**config.mk**
```make
export PLATFORM = sky130hd
export DESIGN_NAME = fade_ramp
export DESIGN_NICKNAME = d
export VERILOG_FILES = /design/src/rtl/fade_pkg.sv /design/src/rtl/rate_prescaler.sv /design/src/rtl/fade_ramp.sv
export SDC_FILE = /design/constraint.sdc
export NUM_CORES = 1
export LEC_CHECK = 0
export ABC_AREA = 1
export CORE_MARGIN = 2
export CORE_UTILIZATION = 44
export CTS_BUF_LIST = sky130_fd_sc_hd__clkbuf_8 sky130_fd_sc_hd__clkbuf_16
export DETAILED_ROUTE_END_ITERATION = 8
export PLACE_DENSITY_LB_ADDON = 0.3
export SETUP_SLACK_MARGIN = 0.2
export SLEW_MARGIN = 20
export SYNTH_ARGS = -nofsm -noshare
export SYNTH_HDL_FRONTEND = slang
export SYNTH_SLANG_ARGS = --single-unit
```
**constraint.sdc**
```tcl
create_clock -name clk -period 7.45 [get_ports clk]
set_clock_uncertainty 0.1 [all_clocks]
set_input_delay 1.49 -clock clk [delete_from_list [all_inputs] [get_ports clk]]
set_output_delay 1.49 -clock clk [all_outputs]
set_load 0.05 [all_outputs]
```
**src/rtl/fade_pkg.sv**
```systemverilog
// Shared types and constants for the fade_ramp brightness sequencer.
// Optional build macro used by fade_ramp: FADE_RAMP_BREATHE_EN.
package fade_pkg;

  localparam int DEFAULT_WIDTH  = 12;
  localparam int DEFAULT_RATE_W = 16;

  typedef enum logic {
    IDLE = 1'b0,
    RAMP = 1'b1
  } state_e;

  localparam logic DIR_UP   = 1'b1;
  localparam logic DIR_DOWN = 1'b0;

endpackage

```
**src/rtl/rate_prescaler.sv**
```systemverilog
// Programmable step-rate divider: counts 0..rate while enabled and pulses tick
// on the terminal count. Reusable by other LED sequencing blocks.
module rate_prescaler
  import fade_pkg::*;
#(
  parameter int RATE_W = DEFAULT_RATE_W
) (
  input  logic              clk,
  input  logic              reset,
  input  logic              clear,
  input  logic              en,
  input  logic [RATE_W-1:0] rate,
  output logic              tick
);

  logic [RATE_W-1:0] count_q;
  logic [RATE_W-1:0] count_d;

  assign tick = en && (count_q == rate);

  always_comb begin
    count_d = count_q;
    if (clear) begin
      count_d = '0;
    end else if (en) begin
      count_d = tick ? '0 : count_q + RATE_W'(1);
    end
  end

  always_ff @(posedge clk or posedge reset) begin
    if (reset) begin
      count_q <= '0;
    end else begin
      count_q <= count_d;
    end
  end

endmodule

```
**src/rtl/fade_ramp.sv**
```systemverilog
// Brightness sequencer feeding the pwm stage: walks brightness one LSB per
// prescaler tick toward a commanded target. Build macro: FADE_RAMP_BREATHE_EN.
module fade_ramp
  import fade_pkg::*;
#(
  parameter int WIDTH      = DEFAULT_WIDTH,
  parameter int RATE_W     = DEFAULT_RATE_W,
  parameter int INIT_LEVEL = 0
) (
  input  logic              clk,
  input  logic              reset,
  input  logic [WIDTH-1:0]  target,
  input  logic [RATE_W-1:0] rate,
  input  logic              cmd_valid,
`ifdef FADE_RAMP_BREATHE_EN
  input  logic              breathe,
`endif
  output logic              cmd_ready,
  output logic [WIDTH-1:0]  brightness,
  output logic              busy,
  output logic              done
);

  localparam logic [WIDTH-1:0] INIT_VAL = WIDTH'(INIT_LEVEL);

  state_e            state_q, state_d;
  logic [WIDTH-1:0]  brightness_q, brightness_d;
  logic [WIDTH-1:0]  target_q, target_d;
  logic [RATE_W-1:0] rate_q, rate_d;
  logic              done_q, done_d;

  logic              cmd_take;
  logic [WIDTH-1:0]  cmd_target;
  logic [RATE_W-1:0] cmd_rate;
  logic              tick;
  logic              dir;

  // Command source: external handshake, or a self-issued triangle-fade leg.
`ifdef FADE_RAMP_BREATHE_EN
  localparam logic [WIDTH-1:0] MID_LEVEL = {1'b1, {(WIDTH-1){1'b0}}};
  localparam logic [WIDTH-1:0] MAX_LEVEL = '1;

  always_comb begin
    cmd_take   = (state_q == IDLE) && (cmd_valid || breathe);
    cmd_target = target;
    cmd_rate   = rate;
    if (!cmd_valid) begin
      cmd_target = (brightness_q >= MID_LEVEL) ? '0 : MAX_LEVEL;
    end
  end
`else
  always_comb begin
    cmd_take   = (state_q == IDLE) && cmd_valid;
    cmd_target = target;
    cmd_rate   = rate;
  end
`endif

  rate_prescaler #(
    .RATE_W(RATE_W)
  ) u_prescaler (
    .clk  (clk),
    .reset(reset),
    .clear(cmd_take),
    .en   (state_q == RAMP),
    .rate (rate_q),
    .tick (tick)
  );

  assign dir = (brightness_q < target_q) ? DIR_UP : DIR_DOWN;

  always_comb begin
    target_d     = target_q;
    rate_d       = rate_q;
    brightness_d = brightness_q;
    done_d       = 1'b0;
    if (cmd_take) begin
      target_d = cmd_target;
      rate_d   = cmd_rate;
      done_d   = (cmd_target == brightness_q);
    end
    // In RAMP brightness differs from target, so a step never passes it or wraps.
    if ((state_q == RAMP) && tick && (brightness_q != target_q)) begin
      brightness_d = (dir == DIR_UP) ? brightness_q + WIDTH'(1)
                                     : brightness_q - WIDTH'(1);
      done_d       = (brightness_d == target_q);
    end
  end

  always_comb begin
    state_d = state_q;
    case (state_q)
      IDLE: if (cmd_take && (cmd_target != brightness_q)) state_d = RAMP;
      RAMP: if (tick && (brightness_d == target_q))       state_d = IDLE;
      default: state_d = IDLE;
    endcase
  end

  always_ff @(posedge clk or posedge reset) begin
    if (reset) begin
      state_q <= IDLE;
    end else begin
      state_q <= state_d;
    end
  end

  always_ff @(posedge clk or posedge reset) begin
    if (reset) begin
      brightness_q <= INIT_VAL;
      target_q     <= INIT_VAL;
      rate_q       <= '0;
      done_q       <= 1'b0;
    end else begin
      brightness_q <= brightness_d;
      target_q     <= target_d;
      rate_q       <= rate_d;
      done_q       <= done_d;
    end
  end

  always_comb begin
    cmd_ready = (state_q == IDLE);
    busy      = (state_q == RAMP);
  end

  assign brightness = brightness_q;
  assign done       = done_q;

endmodule

```
# Word-level counts from Yosys, hierarchy flattened
# Cells that the tools add are included.
[word_totals]
mem_count = 0
out_inout_bits = 15
wordCells = 35
mem_bits_ro = 0
latch_bits = 0
mem_bits_rw = 0
in_bits = 31
regBits = 58
[classes]
n_mul = 0
bitwise = 1
addsub = 3
reduce_logical = 7
n_shift = 0
div = 0
order_cmp = 1
eq_ne = 6
n_mux = 11
[ops]
columns = ["cell", "n"]
rows = [
  ["16-bit two-way mux", 3],
  ["12-bit equality test", 3],
  ["12-bit two-way mux", 2],
  ["12-bit inequality test", 2],
  ["16-bit by 1-bit adder with 16-bit output, second input constant", 1],
  ["16-bit equality test", 1],
  ["12-bit by 1-bit adder with 12-bit output, second input constant", 1],
  ["12-bit less-than comparator", 1],
  ["12-bit by 1-bit subtractor with 12-bit output, second input constant", 1],
  ["1-bit logical AND", 6],
  ["1-bit two-way mux", 5],
  ["1-bit case mux with 2 select lines", 1],
  ["2-bit nonzero test", 1],
  ["1-bit NOT", 1],
]

# Longest topological paths before layout
[logic_depth]
word_depth = 9
mapped_depth = 25
depth_no_buf = 25

# Modules after synthesis
# Synthesis repeated with hierarchy kept, for this count alone.
[hier_totals]
hier_cells = 682
hier_area_um2 = 4535.6
[modules_own_cells]
columns = ["mod", "n_inst", "seq_area_each_um2", "area_per_inst_um2", "cells_each"]
rows = [
  ["fade_ramp", 1, 1051.0, 3229.3, 463],
  ["rate_prescaler", 1, 400.4, 1306.3, 219],
]

# Worst setup path after synthesis
# Ideal clock, no wire load.
[synth_timing]
kind = "reg2reg"
start = "reg brightness_q[1], in the netlist brightness[1]"
end = "reg state_q, in the netlist busy"
arrival_time_ps = 3273
setup_ps = 116
path_buffers = 0
slack_ps = 3961
period_less_slack_ps = 3489
t_required_ps = 7234
path_stages_with_launch = 23
cell_sequence = "dfrtp_1 -> ha_1 -> inv_1 -> nor2_1 -> o21ai_0 -> nand2_1 -> nand2_1 -> nand3_1 -> ha_1 -> nand2_1 -> inv_1 -> a21oi_1 -> nand2_1 -> a21oi_1 -> inv_1 -> nand3_1 -> nand3_1 -> nand3_1 -> nand2_1 -> nor2_1 -> nand3_1 -> nand2_1 -> nand2_1"
[synth_between]
elab_chain_len = 8
word_cells_on_any_way = 15
classes_between = "2 x add/sub; 1 x order compare; 3 x eq/ne; 6 x mux; 3 x reduce/logical"
[synth_rtl]
columns = ["item", "line", "rtl"]
rows = [
  ["from (decl)", "fade_ramp.sv:27", "logic [WIDTH-1:0] brightness_q, brightness_d;"],
  ["from (signal assigned)", "fade_ramp.sv:114", "brightness_q <= brightness_d;"],
  ["12-bit less-than comparator", "fade_ramp.sv:70", "assign dir = (brightness_q < target_q) ? DIR_UP : DIR_DOWN;"],
  ["1-bit two-way mux", "fade_ramp.sv:70", ""],
  ["12-bit two-way mux", "fade_ramp.sv:84", "brightness_d = (dir == DIR_UP) ? brightness_q + WIDTH'(1)"],
  ["12-bit two-way mux", "fade_ramp.sv:83", "if ((state_q == RAMP) && tick && (brightness_q != target_q)) begin"],
  ["12-bit equality test", "fade_ramp.sv:94", "RAMP: if (tick && (brightness_d == target_q)) state_d = IDLE;"],
  ["1-bit logical AND", "fade_ramp.sv:94", ""],
  ["1-bit two-way mux", "fade_ramp.sv:94", ""],
  ["1-bit case mux with 2 select lines *", "fade_ramp.sv:92", "case (state_q)"],
  ["via state_d", "fade_ramp.sv:26", "state_e state_q, state_d;"],
  ["to (signal assigned)", "fade_ramp.sv:103", "state_q <= state_d;"],
  ["to (decl)", "fade_ramp.sv:26", ""],
]
# The timed path passes the listed nets; every way through them passes the cells marked *.
# A chain may end at the register's enable or synchronous reset.

# Worst setup path in the final report
# Ends and elaborated chain as after synthesis.

==> flow_summary.ini <==
[outcome]
status = completed

[die]
core_mm2 = 0.00964
die_w_um = 103
die_h_um = 103
initial_core_util = 0.447
io_pins = 46
row_count = 36
die-area_mm2 = 0.0106

[cts]
htreeDepth = 3
cts_root_buf = clkbuf_8
cts_buffers = 9
clockBufferDepth = 2
cts_setup_buffers = 0
ctsResizeCount = 0
numClockSinks = 58
clk_pin_slew_worst_paths_ns = 0.07
cts_tree = yes
hold_buffers = 0
clock_latency_ns = 0.34

[sta]
hold_violations = 0
period_minus_slack_ns = 3.97
setup_viol = 0
drv_slew = 0
max_slew_margin = 0.425
fin_tns_setup_ns = 0
rsz0062_at_grt = no
worst_slew_pin_slew_ns = 0.860
fin_crit_sh = 0.533
max_freq_ghz = 0.252

[place]
hpwl_um = 8600
gp_congestion = 0.924
io_buffer_count = 45
placed_area_mm2 = 0.00486

[worst_setup_path]
regToRegSetupSlack_ns = 3.48
r2r_start = brightness[1]
r2r_end = busy
critPathCapture = busy
startpoint = brightness[1]
cpMostUsedCell = nand2_1
crit_path_max_incr_delay_ns = 0.58
arrival_ns = 4.10
reg2reg_depth = 23
cp.depth = 23
crit_family = simple AND/OR/NAND/NOR gates
worstPathRequired_ns = 7.58
cp_max_fo = 13
crit_buf_inv = 1
critPathKind = reg -> reg
cp_slowest_cell = ha_1
path_cells = ha_1, inv_1, nor2_1, o21ai_0, nand2_1, nand2_1, nand3_1, ha_1, nand2_1, nand3_1, nand2_1, nand2_1, nand2_1, nand2_1, nand4_1, nand3_1, nand2_1, nor2_1, nand2_1, nor2_1, nand3_1, nand2_1, nand2_1
worst_setup_path_end_kind = register
start_kind = register

[logic_synthesis]
netlist.area_leader.share = 0.337
synth-async-reset-ratio = 1.00
yosysUniqueCellTypes = 34
synth_nets = 688
ys_seq_area_frac = 0.337
syn-cell-area_mm2 = 0.00431
synth_top_area_cell = dfrtp_1
synth_area_leaders = dfrtp_1 34%, nand2_1 18%, inv_1 8.3%, ha_1 7.0%, nand3_1 6.2%
avgSynthCellArea_um2 = 6.82
synth_edf_count = 0
synth_ff_type = dfrtp_1
yosysWarnings = 0
synth_seq_cells = 58
syn_inst = 632

[final_layout]
final.fill_count = 941
fin_area_mm2 = 0.00510
post-route-util = 0.529
nNetsFinal = 734
drive_gt1_frac = 0.0469
antenna_cells = 0
areaGrowthSynthToFinish_pct = 18.4

[detailed_routing]
firstDrtPassIters = 5
wl_um = 11500
post_drt_wl_per_cell_um = 14.0
vias = 4249
vias_per_cell = 5.21
antenna_left = 0
detail_route.iter0.violations = 257
drc = 0

[power]
p_switching_w = 0.000203
sw_frac_of_total = 0.267
p_int_w = 0.000559
leakage_nw = 2.73
p_per_area_mw_per_mm2 = 149
p_clk_frac = 0.421
ir_drop_mv = 0.0917
p_seq_frac = 0.455
pwr-share-comb = 0.124

[run]
max_cap_viol_count = 0

[worst_hold_path]
hold_depth = 2
holdCritPathClass = reg -> reg

[global_route]
grt.total_usage = 0.234
overflow = 0
grt_pass1_vias = 4071
grt_pass1_wl_um = 19200
grt_max_degree = 59
antenna_found_initial = 0
## tightest hold or removal path, delay by kind of cell, from the launching register on
family,cells,cell delay (ns)
flip-flops,1,0.36
AND/OR/NAND/NOR,2,0.11
## cells in the mapped netlist (2+ instances only)
master	n
a21o_1	2
a21oi_1	16
a32o_1	2
buf_6	2
clkbuf_1	8
dfrtp_1	58
ha_1	24
inv_1	95
inv_2	3
nand2_1	207
nand2_2	5
nand3_1	53
nand3b_1	5
nand4_1	15
nor2_1	38
nor2_2	2
nor3_1	6
nor4_1	3
o21ai_0	40
o22ai_1	8
or2_2	2
xnor2_1	6
xor2_1	21
## worst min-delay path by stage
stage | startpoint | endpoint | slack (ns)
CTS | rate_q[11] | rate_q[11] | 0.40
global placement | rate_q[10] | rate_q[10] | 0.38
detailed placement | rate_q[11] | rate_q[11] | 0.38
global route | rate_q[11] | rate_q[11] | 0.46
finish | rate_q[11] | rate_q[11] | 0.39
floorplan | rate_q[10] | rate_q[10] | 0.36
## cell usage in the layout (no fill, tap or decap), types with 3 or more instances in the layout
cell | Yosys | layout
nand2_1 | 207 | 207
inv_1 | 95 | 96
dfrtp_1 | 58 | 58
nand3_1 | 53 | 53
clkdlybuf4s50_1 | 0 | 45
o21ai_0 | 40 | 40
nor2_1 | 38 | 37
ha_1 | 24 | 24
xor2_1 | 21 | 21
a21oi_1 | 16 | 16
nand4_1 | 15 | 15
clkbuf_8 | 0 | 9
o22ai_1 | 8 | 8
nor3_1 | 6 | 6
xnor2_1 | 6 | 6
nand3b_1 | 5 | 5
nand2_2 | 5 | 5
inv_2 | 3 | 4
nor4_1 | 3 | 3
## power by group through the flow
stage | combinational, W | clock [W] | sequential, W
2_1_floorplan | 0.0000607 | 0 | 0.000349
3_5_place_dp | 0.0000948 | 0 | 0.000352
5_1_grt | 0.000109 | 0.000340 | 0.000349
6_report | 0.0000944 | 0.000321 | 0.000346
4_1_cts | 0.0000953 | 0.000325 | 0.000346
3_3_place_gp | 0.0000936 | 0 | 0.000352
## registers in the layout, indices dropped and copies added (netlist names)
name,cells
busy,1
rate_q,16
brightness,12
done,1
u_prescaler.count_q,16
target_q,12
## cell families after synthesis
| logic type | after synthesis | synth area share |
|---|---|---|
| compound gates | 75 | 0.0982 |
| xor+xnor | 27 | 0.0549 |
| fa+ha+maj | 25 | 0.0744 |
| buf+inv | 110 | 0.103 |
| flops | 58 | 0.337 |
| simple gates | 337 | 0.333 |
## area by class of cell
type                    count  area [µm²]  share of cell area
clock buffers               9         124              0.0243
clock inverters             7        86.3              0.0169
inverters                  98         368              0.0721
multi-input cells         464        2420               0.474
flip-flops and latches     58        1450               0.284
well taps                 133         166              0.0326
repair buffers             47         485              0.0951
## metal layers
metal	up-vias	part of all wire	GRT usage
met4	0	0.039	0.101
met1	1970	0.43	0.283
li1	2122	-	-
met3	33	0.060	0.0542
met2	124	0.47	0.398
met5	-	0	0
## metrics by stage
stage	hold slack (ns)	setup WS, ns	power (W)	cells
2_1_floorplan	0.363	3.96	0.000409	632
3_3_place_gp	0.376	3.53	0.000445	799
3_5_place_dp	0.381	3.51	0.000447	799
4_1_cts	0.399	3.49	0.000766	815
5_1_grt	0.460	2.99	0.000798	816
6_report	0.392	3.48	0.000762	816
Power figures use the tool's default switching activity.
